<file path="config.mk">
export PLATFORM = sky130hd
export DESIGN_NAME = mem_io_unit
export DESIGN_NICKNAME = d
export VERILOG_FILES = /design/src/rtl/mem_io_unit.sv
export SDC_FILE = /design/constraint.sdc
export NUM_CORES = 1
export LEC_CHECK = 0
export BUFFER_PORTS_ARGS = -buffer_cell sky130_fd_sc_hd__buf_4
export CAP_MARGIN = 20
export CELL_PAD_IN_SITES_DETAIL_PLACEMENT = 0
export CELL_PAD_IN_SITES_GLOBAL_PLACEMENT = 2
export CORE_ASPECT_RATIO = 0.5
export CORE_MARGIN = 2
export CORE_UTILIZATION = 29
export DETAILED_ROUTE_END_ITERATION = 7
export HOLD_SLACK_MARGIN = 0.1
export PLACE_DENSITY = 0.89
export SLEW_MARGIN = 20
export SYNTH_ARGS = -nofsm -noshare
export SYNTH_HDL_FRONTEND = slang
export SYNTH_SLANG_ARGS = --single-unit
</file>
<file path="constraint.sdc">
create_clock -name Clk -period 4.8 [get_ports Clk]
set_input_delay 0.48 -clock Clk [delete_from_list [all_inputs] [get_ports Clk]]
set_output_delay 0.48 -clock Clk [all_outputs]
set_load 0.03 [all_outputs]
</file>
<file path="src/rtl/mem_io_unit.sv">
`default_nettype none
// +----------------------------------------------------------------------+
// | Module      : mem_io_unit                                            |
// | Description : SLC-3 MAR/MDR owner and memory transaction sequencer  |
// |               (request/ready handshake with a wait-state timeout).   |
// | Revision    : 1.0 - initial release                                  |
// +----------------------------------------------------------------------+
module mem_io_unit #(
  parameter int TIMEOUT_CYCLES = 15
) (
  input  logic        Clk,
  input  logic        Reset_n,
  input  logic [15:0] Bus_In,
  input  logic        LD_MAR,
  input  logic        LD_MDR,
  input  logic        Mem_Read,
  input  logic        Mem_Write,
  input  logic        Mem_Ready,
  input  logic [15:0] Mem_RData,
  output logic [15:0] MAR_Out,
  output logic [15:0] MDR_Out,
  output logic [15:0] Mem_Addr,
  output logic [15:0] Mem_WData,
  output logic        Mem_Req,
  output logic        Mem_WE,
  output logic        Busy,
  output logic        Done,
  output logic        Err_Flag
);

  typedef enum logic [2:0] {
    c_idle    = 3'd0,
    c_rd_wait = 3'd1,
    c_wr_wait = 3'd2,
    c_done    = 3'd3,
    c_err     = 3'd4
  } state_t;

  // Counter value seen in the last permitted wait cycle; a miss there times out.
  localparam logic [7:0] c_tmo_last = 8'(TIMEOUT_CYCLES - 1);

  state_t      r_state;
  state_t      w_state_nxt;
  logic [15:0] r_mar;
  logic [15:0] r_mdr;
  logic [7:0]  r_cnt;
  logic        r_err;
  logic        w_idle;
  logic        w_in_wait;
  logic        w_start;

  assign w_idle    = (r_state == c_idle);
  assign w_in_wait = (r_state == c_rd_wait) || (r_state == c_wr_wait);
  assign w_start   = w_idle && (Mem_Read || Mem_Write);

  // Next-state decode: read beats write at start, ready beats timeout.
  always_comb begin
    w_state_nxt = r_state;
    case (r_state)
      c_idle: begin
        if (Mem_Read)       w_state_nxt = c_rd_wait;
        else if (Mem_Write) w_state_nxt = c_wr_wait;
      end
      c_rd_wait, c_wr_wait: begin
        if (Mem_Ready)                w_state_nxt = c_done;
        else if (r_cnt == c_tmo_last) w_state_nxt = c_err;
      end
      c_done:  w_state_nxt = c_idle;
      c_err:   w_state_nxt = c_idle;
      default: w_state_nxt = c_idle;
    endcase
  end

  // State register.
  always_ff @(posedge Clk or negedge Reset_n) begin
    if (!Reset_n) r_state <= c_idle;
    else          r_state <= w_state_nxt;
  end

  // MAR loads from the bus only while idle, so it is frozen during a transaction.
  always_ff @(posedge Clk or negedge Reset_n) begin
    if (!Reset_n)             r_mar <= 16'h0000;
    else if (w_idle && LD_MAR) r_mar <= Bus_In;
  end

  // MDR loads from the bus while idle, or captures read data on a successful read.
  always_ff @(posedge Clk or negedge Reset_n) begin
    if (!Reset_n)                                r_mdr <= 16'h0000;
    else if (w_idle && LD_MDR)                   r_mdr <= Bus_In;
    else if ((r_state == c_rd_wait) && Mem_Ready) r_mdr <= Mem_RData;
  end

  // Wait-cycle counter: cleared on start, counts not-ready cycles, saturates at 255.
  always_ff @(posedge Clk or negedge Reset_n) begin
    if (!Reset_n)                                    r_cnt <= 8'd0;
    else if (w_start)                                r_cnt <= 8'd0;
    else if (w_in_wait && !Mem_Ready && (r_cnt != 8'hFF)) r_cnt <= r_cnt + 8'd1;
  end

  // Sticky error flag: set on leaving the error state, cleared by the next start.
  always_ff @(posedge Clk or negedge Reset_n) begin
    if (!Reset_n)               r_err <= 1'b0;
    else if (w_start)           r_err <= 1'b0;
    else if (r_state == c_err)  r_err <= 1'b1;
  end

  assign MAR_Out   = r_mar;
  assign MDR_Out   = r_mdr;
  assign Mem_Addr  = r_mar;
  assign Mem_WData = r_mdr;
  assign Mem_Req   = w_in_wait;
  assign Mem_WE    = (r_state == c_wr_wait);
  assign Busy      = w_in_wait;
  assign Done      = (r_state == c_done);
  assign Err_Flag  = r_err;

endmodule
`default_nettype wire

</file>
After elaboration in Yosys (flattened, before gate mapping):

Index checks and enable logic that the tools add are counted.

* flip-flop bits (word level): 44
* bits of input ports: 39
* output and inout port bits: 69
* logic and storage cells: 40

* $add $sub $neg: 1
* equal/unequal tests: 8
* muxes and demuxes: 11
* reduce and logical (&&, ||, !) cells: 15

Operators with widths (number)
* 16-bit 2-to-1 mux: 2
* 8-bit 2-to-1 mux: 2
* 3-bit 2-to-1 mux: 4
* 8-bit by 1-bit adder with 8-bit output (second input constant): 1
* 8-bit by 4-bit equality test with 1-bit output (second input constant): 1
* 8-bit != test (second input constant): 1
* 3-bit by 2-bit equality test with 1-bit output (second input constant): 2
* 1-bit logical AND: 6
* 3-bit != test (second input constant): 2
* 3-bit case mux with 2 select lines: 1
* 2-bit nonzero test: 3
* 3-bit by 1-bit equality test with 1-bit output (second input constant): 1
* 3-bit equality test (second input constant): 1
* 3-bit zero test: 1
* 1-bit logical OR: 2
* 1-bit 2-to-1 mux: 2
* 2-bit AND reduction: 1
* 2-bit OR reduction: 1
* 1-bit zero test: 1

Longest topological paths before layout:

* depth after elaboration: 6
* depth in mapped cells: 7
* depth with buffers taken out: 6

Worst setup path before layout:

Ideal clock, no wire load.

* kind: flip-flop to output port
* start: reg r_state[1]
* end: out Mem_Req
* data arrival time: 1.406 ns
* data required time: 4.320 ns
* setup slack: 2.914 ns
* cell stages (with the launch flop): 5
* path buffers: 2
* path through: dfrtp_1 -> buf_2 -> xnor2_1 -> nor2_1 -> buf_4

* cells in the longest elaborated chain, start to end: 2
* elaborated cells on any way between the ends: 3
* those cells by class: eq/ne (2); reduce/logical (1)

RTL lines
* start, declared: RTL line 42 `state_t r_state;`
* start signal, assigned: RTL line 76 `if (!Reset_n) r_state <= c_idle;`
* start signal, assigned: RTL line 77 `else r_state <= w_state_nxt;`
* 3-bit by 1-bit equality test with 1-bit output or 3-bit by 2-bit equality test with 1-bit output (tied branches): RTL line 53 `assign w_in_wait = (r_state == c_rd_wait) || (r_state == c_wr_wait);`
* 1-bit logical OR (*): RTL line 53
* end, declared: RTL line 24 `output logic Mem_Req,`

Every way passes the cells marked *; elsewhere a longest branch is shown, timed or not.

Worst setup path after layout:

* start: reg r_state[0]
* end: reg r_mdr[10], in the netlist MDR_Out[10]

* cells in the longest elaborated chain, start to end: 3
* elaborated cells on any way between the ends: 6
* those cells by class: eq/ne (1); mux (1); reduce/logical (4)

RTL lines
* 3-bit by 1-bit equality test with 1-bit output or 3-bit zero test (tied branches): RTL line 90, 52
* 1-bit logical AND, on equally long branches: RTL line 90, 89
* 2-bit nonzero test (no source line) or 16-bit 2-to-1 mux (tied branches)
* end signal, assigned: RTL line 89 `else if (w_idle && LD_MDR) r_mdr <= Bus_In;`
* end signal, assigned: RTL line 90 `else if ((r_state == c_rd_wait) && Mem_Ready) r_mdr <= Mem_RData;`
* end, declared: RTL line 45 `logic [15:0] r_mdr;`

Parallel ways exist; a longest one is shown, timed or not.
A chain may end at the register's enable or synchronous reset.

==> metrics.md <==
| Metric | Value |
|---|---|
| Crit-path cells | nor3_1 > and2_1 > mux2i_1 > o21ai_1 |
| HPWL reported at the end of detailed placement | 4.29 mm |
| Critical path launch point | r_state[0] |
| Total overflow reported by the global router | 0 |
| Share of the yosys chip area belonging to registers | 0.468 |
| Most frequent standard cell in the layout excluding fill and tap cells | sky130_fd_sc_hd__buf_4 |
| Total of warnings raised by yosys | 0 |
| Top library cells by usage in the layout, fill and taps aside | sky130_fd_sc_hd__buf_4, sky130_fd_sc_hd__dfrtp_1, sky130_fd_sc_hd__nand2_1, sky130_fd_sc_hd__o21ai_1, sky130_fd_sc_hd__mux2i_1 |
| Final GP Congestion | 0.716 |
| First-pass GRT wire length | 9.13 mm |
| Chip height | 67.7 um |
| Asr flop ratio synth | 1.00 |
| Fraction of layout instances using a drive strength above 1 | 0.412 |
| Number of gates resized after cts | 0 |
| Filler instances | 783 |
| Final setup violation count | 0 |
| Number of iterations in the first detailed-routing pass | 4 |
| Number of enable-type register cells in the synthesized netlist | 0 |
| Number of endpoints with negative hold slack in the final report | 0 |
| Number of global-route vias before repair | 1811 |
| Number of DRC markers in iteration 0 | 104 |
| Growth of design area from synthesis to finish | 34.8% |
| Cell Area, Synth | 2350 um2 |
| Overall power | 0.00257 W |
| Net count after synthesis | 264 |
| PortBufs | 107 |
| Synth Instances | 223 |
| Critical path type | reg -> reg |
| Remaining routing DRC violations | 0 |
| Setup crit start kind | register |
| Clock latency on the worst-skew pair | 0.28 ns |
| Number of hold buffers added after CTS | 0 |
| Average routed wire per standard cell | 14.0 um |
| Max capacitance violation total | 0 |
| Number of placement rows | 23 |
| Sum of buffers and inverters on the critical path | 0 |
| Initial core utilization | 0.296 |
| Pre-CTS setup slack | 2.58 ns |
| Synthesized area divided by synthesized cell count | 10.6 um2 |
| Worst slew pin tran | 1.03 ns |
| Share of the cycle needed by the critical path after routing | 0.459 |
| Worst slew margin relative to its limit | 0.312 |
| Cell family with the largest share of critical-path delay | simple AND/OR/NAND/NOR gates |
| Crit end category | register |
| Static leakage | 1.47 nW |
| Placeable core region | 7940 um2 |
| Overall die area | 8900 um2 |
| Maximum vdd drop | 0.226 mV |
| Power per cell area | 811 nW/um2 |
| Final worst slack | 2.60 ns |
| CTS clk-pin slew, worst paths | 0.06 ns |
| Crit-path max FO | 18 |
| Setup Total Neg Slack | 0 ns |
| Final instance area | 3170 um2 |
| Via-to-Cell Ratio | 4.48 |
| Sink Count | 44 |
| Final critical delay including setup and external delays | 2.20 ns |
| Max-slew violation total from the final report | 0 |
| Area occupied by multi-input gates | 927 um2 |
| Overall track demand over capacity in global routing | 0.128 |
| Number of nets at the end of the flow | 334 |
| Maximum number of pins on one net before global-route repair | 45 |
| Slowest cell on the critical path | sky130_fd_sc_hd__and2_1 |
| Number of CTS-inserted buffers | 5 |
| Routed Wire Length | 5.70 mm |
| Arrival time at the worst endpoint | 2.33 ns |
| Worst reg2reg path startpoint | r_state[0] |
| Required time at the endpoint of the critical path | 4.93 ns |
| Cell Area, Placed | 2990 um2 |
| Post-DRT Antenna Nets | 0 |
| Most frequently used flop master after synthesis | sky130_fd_sc_hd__dfrtp_1 |
| Count of vias placed by the detailed router | 1819 |
| Outcome | finished clean |
| Post-CTS Setup Repair Bufs | 0 |
| Top-Level Pins | 108 |
| Clock tree from TritonCTS | built |
| Clock tree root buffer cell | sky130_fd_sc_hd__clkbuf_16 |
| Storage element area | 1100 um2 |
| Unique masters post-synth | 37 |
| Post-Route Skew | 0.00277 ns |
| Die X | 131 um |
| # H-tree levels | 2 |
| Largest stage delay on the critical path | 0.87 ns |
| Hold crit path type | in -> async |
| Synth Register Bits | 44 |
| Antenna diode count | 0 |
| Unrepaired setup endpoints after global routing | no |
| Worst Hold Slack | 0.190 ns |
| Maximum buffer depth of the clock tree | 2 |
| Number of antenna violations at the first check in global routing | 0 |
| Achievable clock frequency | 0.454 GHz |
## cell families after synthesis
| group | Yosys count | share of synthesized area |
|---|---|---|
| AO/OA/AOI/OAI | 36 | 0.0988 |
| XOR/XNOR | 5 | 0.0186 |
| adder cells (fa/ha/maj) | 2 | 0.0106 |
| buffers and inverters | 49 | 0.139 |
| flip-flops | 44 | 0.468 |
| multiplexers | 34 | 0.153 |
| AND/OR/NAND/NOR | 53 | 0.113 |
## state kept, by name, indices dropped and copies added (netlist names)
register	flops
MDR_Out	16
Err_Flag	1
MAR_Out	16
r_state	3
r_cnt	8
## power by group
group          total [W]  internal [W]  switching (W)  leakage [nW]
clock network   0.000409      0.000274       0.000135        0.0901
registers       0.000689      0.000529       0.000160         0.546
logic            0.00148      0.000545       0.000930         0.837
## worst reg2reg max path, cell delays in order, from the launching register on
cell	delay, ns
sky130_fd_sc_hd__dfrtp_1	0.51
sky130_fd_sc_hd__nor3_1	0.32
sky130_fd_sc_hd__and2_1	0.87
sky130_fd_sc_hd__mux2i_1	0.28
sky130_fd_sc_hd__o21ai_1	0.08
## Yosys cell counts (4+ instances only)
cell type / n / share of area
sky130_fd_sc_hd__buf_2: 9 / 0.019
sky130_fd_sc_hd__buf_4: 35 / 0.11
sky130_fd_sc_hd__dfrtp_1: 44 / 0.47
sky130_fd_sc_hd__inv_1: 4 / 0.0064
sky130_fd_sc_hd__mux2_1: 16 / 0.077
sky130_fd_sc_hd__mux2i_1: 18 / 0.077
sky130_fd_sc_hd__nand2_1: 21 / 0.033
sky130_fd_sc_hd__nand3_1: 6 / 0.013
sky130_fd_sc_hd__nor2_1: 8 / 0.013
sky130_fd_sc_hd__o21ai_1: 21 / 0.045
sky130_fd_sc_hd__xnor2_1: 4 / 0.015
## per-stage QoR
| step | std cells | utilization |
|---|---|---|
| 3_5_place_dp | 398 | 0.376 |
| 2_1_floorplan | 223 | - |
| 4_1_cts | 406 | 0.399 |
| 6_report | 406 | 0.399 |
| 3_3_place_gp | 398 | 0.376 |
| 5_1_grt | 406 | 0.399 |
## path summary, 6_finish.rpt
check,end,slack (ns),cells after the start
min,MAR_Out[8],0.19,1
max,MDR_Out[10],2.60,4
max in group asynchronous,r_state[2],4.23,1
max reg2reg,MDR_Out[10],2.60,4
min in group Clk,MAR_Out[10],0.43,2
min reg2reg,Err_Flag,0.50,1
## final cells by class
| type | instances | area share |
|---|---|---|
| flip-flops and latches | 44 | 0.347 |
| multi-input cells | 130 | 0.292 |
| repair buffers | 107 | 0.253 |
| clock buffers | 7 | 0.0481 |
| well taps | 112 | 0.0442 |
| clock inverters | 1 | 0.00946 |
| inverters | 5 | 0.00591 |
## metal layers
metal,GRT usage,up-vias,part of all wire
li1,-,889,-
met3,0.0285,2,0.029
met1,0.154,900,0.41
met2,0.240,28,0.55
met4,0.0326,0,0.0044
met5,0,-,0
Power figures use the tool's default switching activity.
